--- config.mk ---
export PLATFORM = sky130hd
export DESIGN_NAME = multicycle_controller
export DESIGN_NICKNAME = d
export VERILOG_FILES = /design/src/rtl/multicycle_controller.sv
export SDC_FILE = /design/constraint.sdc
export NUM_CORES = 1
export LEC_CHECK = 0
export ABC_AREA = 1
export CORE_ASPECT_RATIO = 0.7
export CORE_MARGIN = 8
export CORE_UTILIZATION = 55
export DETAILED_ROUTE_END_ITERATION = 7
export PLACE_DENSITY = 0.9
export SLEW_MARGIN = 40
export SYNTH_ARGS = -nofsm -noshare
export SYNTH_HDL_FRONTEND = slang
export SYNTH_SLANG_ARGS = --single-unit
--- constraint.sdc ---
create_clock -name clk -period 6.9 [get_ports clk]
set_clock_uncertainty 0.2 [all_clocks]
set_input_delay 2.07 -clock clk [delete_from_list [all_inputs] [get_ports clk]]
set_output_delay 2.07 -clock clk [all_outputs]
set_load 0.02 [all_outputs]
--- src/rtl/multicycle_controller.sv ---
// rtl/multicycle_controller.sv - multicycle sequencer with C/Z flags and return stack; CTRL_PERF_CNT_EN adds instr_retired
module multicycle_controller #(
  parameter int PC_W        = 12,
  parameter int STACK_DEPTH = 8
) (
  input  logic            clk,
  input  logic            rst,
  input  logic [18:0]     ir,
  input  logic [PC_W-1:0] pc_cur,
  input  logic            alu_zero,
  input  logic            alu_carry,
  output logic            ir_write,
  output logic            pc_write,
  output logic [1:0]      pc_sel,
  output logic [PC_W-1:0] ret_addr,
  output logic [2:0]      alu_op,
  output logic            alu_src,
  output logic            carry_in,
  output logic            rf_write,
  output logic            wb_sel,
  output logic            mem_read,
  output logic            mem_write,
  output logic            halted,
  output logic            stk_err
`ifdef CTRL_PERF_CNT_EN
  ,
  output logic [15:0]     instr_retired
`endif
);

  localparam int PTR_W = $clog2(STACK_DEPTH);

  localparam logic [1:0] CLS_MEM  = 2'b10;
  localparam logic [2:0] OP_LDM   = 3'b000;
  localparam logic [2:0] OP_STM   = 3'b001;
  localparam logic [2:0] OP_JSB   = 3'b001;
  localparam logic [2:0] OP_RET   = 3'b010;
  localparam logic [2:0] OP_HALT  = 3'b111;

  typedef enum logic [3:0] {
    FETCH, DECODE, EXEC, ALU_WB, MEM_ADDR, MEM_RD, MEM_WB, MEM_WR, BRANCH, HALT
  } state_t;

  state_t          state;
  logic            c_flag;
  logic            z_flag;
  logic [PTR_W:0]  sp;
  logic [PC_W-1:0] stack [STACK_DEPTH];

  logic [1:0]       cls;
  logic [2:0]       op;
  logic             stk_full;
  logic             stk_empty;
  logic             stk_fault;
  logic             take;
  logic [PTR_W-1:0] top_idx;
  logic             unused_ir;

  assign cls       = ir[18:17];
  assign op        = ir[16:14];
  assign unused_ir = ^ir[13:0];
  assign stk_full  = sp[PTR_W];
  assign stk_empty = (sp == '0);
  assign top_idx   = sp[PTR_W-1:0] - PTR_W'(1);
  assign ret_addr  = stk_empty ? '0 : stack[top_idx];
  // Only meaningful while a CTRL instruction sits in BRANCH.
  assign stk_fault = (op == OP_JSB && stk_full) || (op == OP_RET && stk_empty);
  assign carry_in  = c_flag;
  assign halted    = (state == HALT);

  always_comb begin
    take = 1'b0;
    case (op)
      3'b000:  take = 1'b1;
      3'b001:  take = !stk_full;
      3'b010:  take = !stk_empty;
      3'b011:  take = z_flag;
      3'b100:  take = !z_flag;
      3'b101:  take = c_flag;
      3'b110:  take = !c_flag;
      default: take = 1'b0;
    endcase
  end

  // Enables are masked during rst so a reset mid-instruction never writes anything.
  always_comb begin
    ir_write  = 1'b0;
    pc_write  = 1'b0;
    pc_sel    = 2'b00;
    alu_op    = 3'b000;
    alu_src   = 1'b0;
    rf_write  = 1'b0;
    wb_sel    = 1'b0;
    mem_read  = 1'b0;
    mem_write = 1'b0;
    if (!rst) begin
      case (state)
        FETCH: begin
          ir_write = 1'b1;
          pc_write = 1'b1;
        end
        EXEC: begin
          alu_op  = op;
          alu_src = ir[17];
        end
        ALU_WB:   rf_write = 1'b1;
        MEM_ADDR: alu_src = 1'b1;
        MEM_RD:   mem_read = 1'b1;
        MEM_WB: begin
          mem_read = 1'b1;
          rf_write = 1'b1;
          wb_sel   = 1'b1;
        end
        MEM_WR:   mem_write = 1'b1;
        BRANCH: begin
          pc_sel   = (op == OP_RET) ? 2'b10 : 2'b01;
          pc_write = take;
        end
        default: ;
      endcase
    end
  end

  always_ff @(posedge clk) begin
    if (rst) begin
      state   <= FETCH;
      c_flag  <= 1'b0;
      z_flag  <= 1'b0;
      sp      <= '0;
      stk_err <= 1'b0;
    end else begin
      case (state)
        FETCH: state <= DECODE;
        DECODE: begin
          case (cls)
            2'b00, 2'b01: state <= EXEC;
            CLS_MEM:      state <= (op == OP_LDM || op == OP_STM) ? MEM_ADDR : FETCH;
            default:      state <= (op == OP_HALT) ? HALT : BRANCH;
          endcase
        end
        EXEC: begin
          c_flag <= alu_carry;
          z_flag <= alu_zero;
          state  <= ALU_WB;
        end
        ALU_WB:   state <= FETCH;
        MEM_ADDR: state <= (op == OP_LDM) ? MEM_RD : MEM_WR;
        MEM_RD:   state <= MEM_WB;
        MEM_WB:   state <= FETCH;
        MEM_WR:   state <= FETCH;
        BRANCH: begin
          if (stk_fault) begin
            stk_err <= 1'b1;
            state   <= HALT;
          end else begin
            if (op == OP_JSB) begin
              stack[sp[PTR_W-1:0]] <= pc_cur;
              sp <= sp + (PTR_W+1)'(1);
            end else if (op == OP_RET) begin
              sp <= sp - (PTR_W+1)'(1);
            end
            state <= FETCH;
          end
        end
        HALT:    state <= HALT;
        default: state <= FETCH;
      endcase
    end
  end

`ifdef CTRL_PERF_CNT_EN
  logic retire;

  always_comb begin
    retire = 1'b0;
    case (state)
      ALU_WB, MEM_WB, MEM_WR: retire = 1'b1;
      DECODE:  retire = (cls == CLS_MEM) && !(op == OP_LDM || op == OP_STM);
      BRANCH:  retire = !stk_fault;
      default: retire = 1'b0;
    endcase
  end

  always_ff @(posedge clk) begin
    if (rst)
      instr_retired <= '0;
    else if (retire && instr_retired != 16'hFFFF)
      instr_retired <= instr_retired + 16'd1;
  end
`endif

endmodule

## After elaboration in Yosys (flattened, before gate mapping)

Memory sizes are Yosys's and may differ from the RTL's.
Index checks and enable logic that the tools add are counted.

| word-level totals | value |
|---|---|
| register bits | 11 |
| bits in writable memories | 96 |
| input port bits | 35 |
| output and inout port bits | 27 |
| logic and storage cells | 80 |
| memories kept | 1 |

Memories:

| name | words | bits a word | read ports | clocked after Yosys merged registers in | wr ports | line | RTL |
|---|---|---|---|---|---|---|---|
| stack | 8 | 12 | 1 | 0 | 1 | 48 | `logic [PC_W-1:0] stack [STACK_DEPTH];` |

| operators by class | value |
|---|---|
| add/subtract/negate cells | 3 |
| equal/unequal tests | 18 |
| multiplexer cells | 34 |
| bitwise operators | 1 |
| reduce and logical (&&, ||, !) cells | 18 |

Operators with widths:

| operator | count |
|---|---|
| $pmux W4 S7 | 1 |
| $mux W1 | 18 |
| $eq A4 B3 Y1 const B | 4 |
| $eq A3 B3 Y1 const B | 4 |
| $mux W12 | 1 |
| $mux W4 | 3 |
| $mux W3 | 3 |
| $eq A4 B2 Y1 const B | 2 |
| $eq A4 B4 Y1 const B | 2 |
| $logic_not A4 Y1 | 2 |
| $mux W2 | 4 |
| $pmux W4 S2 | 1 |
| $pmux W1 S7 | 1 |
| $eq A3 B2 Y1 const B | 2 |
| $reduce_or A2 Y1 | 3 |
| $add A4 B1 Y4 const B | 1 |
| $eq A4 B1 Y1 const B | 1 |
| $logic_not A1 Y1 | 4 |
| $pmux W1 S2 | 2 |
| $sub A4 B1 Y4 const B | 1 |
| $eq A3 B1 Y1 const B | 1 |
| $logic_not A3 Y1 | 1 |
| $reduce_and A3 Y1 | 1 |
| $sub A3 B1 Y3 const B | 1 |
| 8 further kinds | 10 |

## Logic depth before layout (Yosys ltp)

| logic depth | value |
|---|---|
| depth after elaboration | 7 |
| mapped depth | 12 |
| gate-level depth less buffers | 10 |

## Worst setup path before layout

OpenSTA, ideal clock, no wires.

| timing | value |
|---|---|
| path type | in2out |
| from | input ir[16] |
| to | output pc_write |
| data arrival time | 2.972 ns |
| required time | 4.630 ns |
| setup slack | 1.658 ns |
| stages | 10 |
| path buffers | 0 |
| cells stage by stage | nor2_2 -> nand2_1 -> inv_1 -> ha_1 -> inv_1 -> nand2_1 -> a21oi_1 -> nand3_1 -> nand2_1 -> nand2_1 |

| on the way | value |
|---|---|
| cells in the longest elaborated chain, start to end | 4 |
| elaborated cells between the ends (all ways) | 10 |
| classes of those cells | 6 x eq/ne; 3 x mux; 1 x reduce/logical |

RTL lines:

| element | line | RTL |
|---|---|---|
| start, declared | 8 | `input logic [18:0] ir,` |
| $eq A3 B3 Y1, or another cell as far along | 73 | `case (op)` |
| $pmux W1 S7 (*) | 73 |  |
| $pmux W1 S2 (*) | 97 | `case (state)` |
| $mux W1 (*) | 96 | `if (!rst) begin` |
| end, declared | 13 | `output logic pc_write,` |

Mark *: on every way between the ends. The rest lies on a longest branch, timed or not.

## Final worst setup path

| timing | value |
|---|---|
| from | input ir[15] |
| to | output pc_write |

The elaborated chain is that of the path after synthesis.

==> results.yml <==
synthesis:
  ys_ff_latch: 107
  synth_edf_count: 96
  ys_seq_area_frac: 0.650
  syn-mean-instance-area_um2: 10.5
  yosysUniqueCellTypes: 31
  syn_inst: 454
  synth.top_cells.by_area: "edfxtp_1 60%, nor2_1 9.4%, o21ai_0 5.0%"
  synth_top_area_share: 0.604
  synthFlopType: "edfxtp_1"
  syn-num-nets: 495
  yosysWarnings: 0
  synthArstFlopShare: 0
  yosys.area.top_type: "edfxtp_1"
  syn_area_um2: 4770
job:
  cap_viol_max_count: 0
clocking:
  cts_tree: "done"
  htreeDepth: 3
  cts_buffer_depth: 2
  clk_pin_slew_worst_paths_ns: 0.07
  numCtsBuffers: 9
  cts_hold_buf: 0
  worstSkewPairLatency_ns: 0.35
  cts_sinks: 107
  cts_resized: 0
  root_buffer: "clkbuf_16"
  cts_setup_buffers: 0
power_and_ir_drop:
  peakVddDrop_uv: 198
  p_per_area_nw_per_um2: 231
  p_leak_nw: 2.03
die:
  dieArea_um2: 12000
  die_w_um: 127
  core-area_um2: 8440
  die_h_um: 93.9
  pin_count: 62
  start_util: 0.565
  row_count: 28
sta:
  tightest_slew_ns: 0.805
  setup_tns_ns: 0
  grt_setup_unrepaired: "no"
  fin_crit_ns: 6.51
  min_period_over_period: 0.944
  setup_viol: 0
  relSlewSlack: 0.463
  hold_viol: 0
  clock.fmax_mhz: 154
  fin_ws_ns: 0.386
  drv_slew: 0
final_layout:
  diodes: 0
  fillerInstances: 607
  multi_input_area_um2: 1430
  seq_area_um2: 3100
  fin_util: 0.670
  final_cells: 627
  layout_commonest_cell: "nor2_1"
  syn2layout_area_growth_pct: 18.6
  final_cell_mix: "120 x nor2_1, 96 x edfxtp_1, 52 x nand2_1"
  nNetsFinal: 543
  drive_gt1_frac: 0.0888
worst_setup_path:
  endpoint_kind: "primary output"
  crit_fanout: 6
  slowest_stage: "clkdlybuf4s50_1"
  cp.buffers_inverters: 4
  worstPathRequired_ns: 4.63
  crit_family: "buffers and inverters"
  crit_path_start_kind: "input pin"
  worstPathCellList: "clkdlybuf4s50_1 -> nor2_2 -> nand2_1 -> inv_1 -> ha_1 -> inv_1 -> nand2_1 -> a21oi_1 -> nand3_1 -> nand2_1 -> nand2_1 -> clkdlybuf4s50_1"
  worstSetupPathType: "in2out"
  crit_arrival_ns: 4.24
  cp_slowest_stage_delay_ns: 0.60
  path_common_cell: "nand2_1"
drt:
  ant_nets: 0
  drc: 0
  wire_per_inst_um: 16.8
  routed_wl_um: 10500
  first_pass_iters: 5
  viasPerCell: 5.61
  vias: 3516
  drtIter0Drc: 422
placement:
  gp_congestion: 0.863
  io_buffers: 47
  hpwl_um: 6500
  dp.cells: 611
  pre_cts_ws_ns: 0.422
global_routing:
  grt_pass1_vias: 3451
  grtUsageTotal: 0.184
  grt_max_degree: 54
  use_met3: 0.0522
  grt_pass1_wl_um: 16900
  gr-usage-met2: 0.298
  antenna_found_initial: 0
  top_usage_layer: "met2"
  gr-usage-met1: 0.225
  grt.overflow.total: 0
outcome:
  run_status: "finished, final reports clean"
hold_path:
  worstHoldPathType: "reg2reg"
## final timing paths
check                                               to                  from  slack, ns  depth (start not counted)
worst max-delay path                          pc_write                ir[15]       0.39                         12
worst min-delay path              stk_err$_SDFFE_PP0P_  stk_err$_SDFFE_PP0P_       0.26                          2
worst max register to register  stack[4][10]$_DFFE_PP_    sp[1]$_SDFFE_PP0P_       3.76                          8
worst min register to register    stk_err$_SDFFE_PP0P_  stk_err$_SDFFE_PP0P_       0.26                          2
## cell families (layout without fill, tap and decap cells)
family | after synthesis | in the layout | share of synthesized area
flip-flops | 107 | 107 | 0.650
AND/OR/NAND/NOR | 197 | 197 | 0.165
adder cells (fa/ha/maj) | 6 | 6 | 0.0173
AO/OA/AOI/OAI | 87 | 87 | 0.111
buffers and inverters | 54 | 107 | 0.0509
XOR/XNOR | 3 | 3 | 0.00551
## flip-flops by register name, indices dropped and copies added (netlist names)
signal	flops
stack	96
sp	4
state	4
carry_in	1
stk_err	1
z_flag	1
## metrics by stage
| step | power (mW) | area, um^2 | hold WS, ns |
|---|---|---|---|
| finish | 1.31 | 5660 | 0.255 |
| global route | 1.34 | 5660 | 0.292 |
| CTS | 1.31 | 5660 | 0.259 |
| detailed placement | 0.794 | 5360 | 0.249 |
| global placement | 0.791 | 5360 | 0.238 |
| floorplan | 0.760 | 4770 | 0.300 |
## power by group
group / switching, mW / leakage (nW) / total (mW) / internal (mW)
Combinational: 0.0427 / 0.926 / 0.0708 / 0.0281
Sequential: 0.00297 / 0.952 / 0.709 / 0.706
Clock: 0.240 / 0.150 / 0.528 / 0.287
## Yosys cell counts (2+ instances only)
master	n
edfxtp_1	96
o211ai_2	8
nand2_1	52
o21ai_0	48
buf_4	2
inv_2	4
a21oi_1	8
nor2_2	5
nor3_1	4
inv_1	27
o21ai_1	4
o211ai_1	5
dfxtp_1	11
buf_6	2
o22ai_1	12
clkbuf_1	3
buf_2	13
xor2_1	2
ha_1	5
nand4_1	2
nand3_1	11
clkinv_1	2
nor2_1	120
## area by class of cell
type,count,area share
Clock buffer,9,0.0398
Multi-Input combinational cell,293,0.252
Inverter,33,0.0219
Timing Repair Buffer,58,0.0977
Tap cell,120,0.0265
Clock inverter,7,0.0141
Sequential cell,107,0.548
## tightest hold or removal path: cells and delay by family (launching register included)
family / cells / cell delay [ns]
flip-flops: 1 / 0.31
buffers and inverters: 1 / 0.05
AO/OA/AOI/OAI: 1 / 0.05
## per-layer routing
| metal | wire length, um | share of wire |
|---|---|---|
| met1 | 4250 | 0.40 |
| met2 | 4950 | 0.47 |
| met3 | 1080 | 0.10 |
| met4 | 253 | 0.024 |
| met5 | 0 | 0 |
Power figures use the tool's default switching activity.
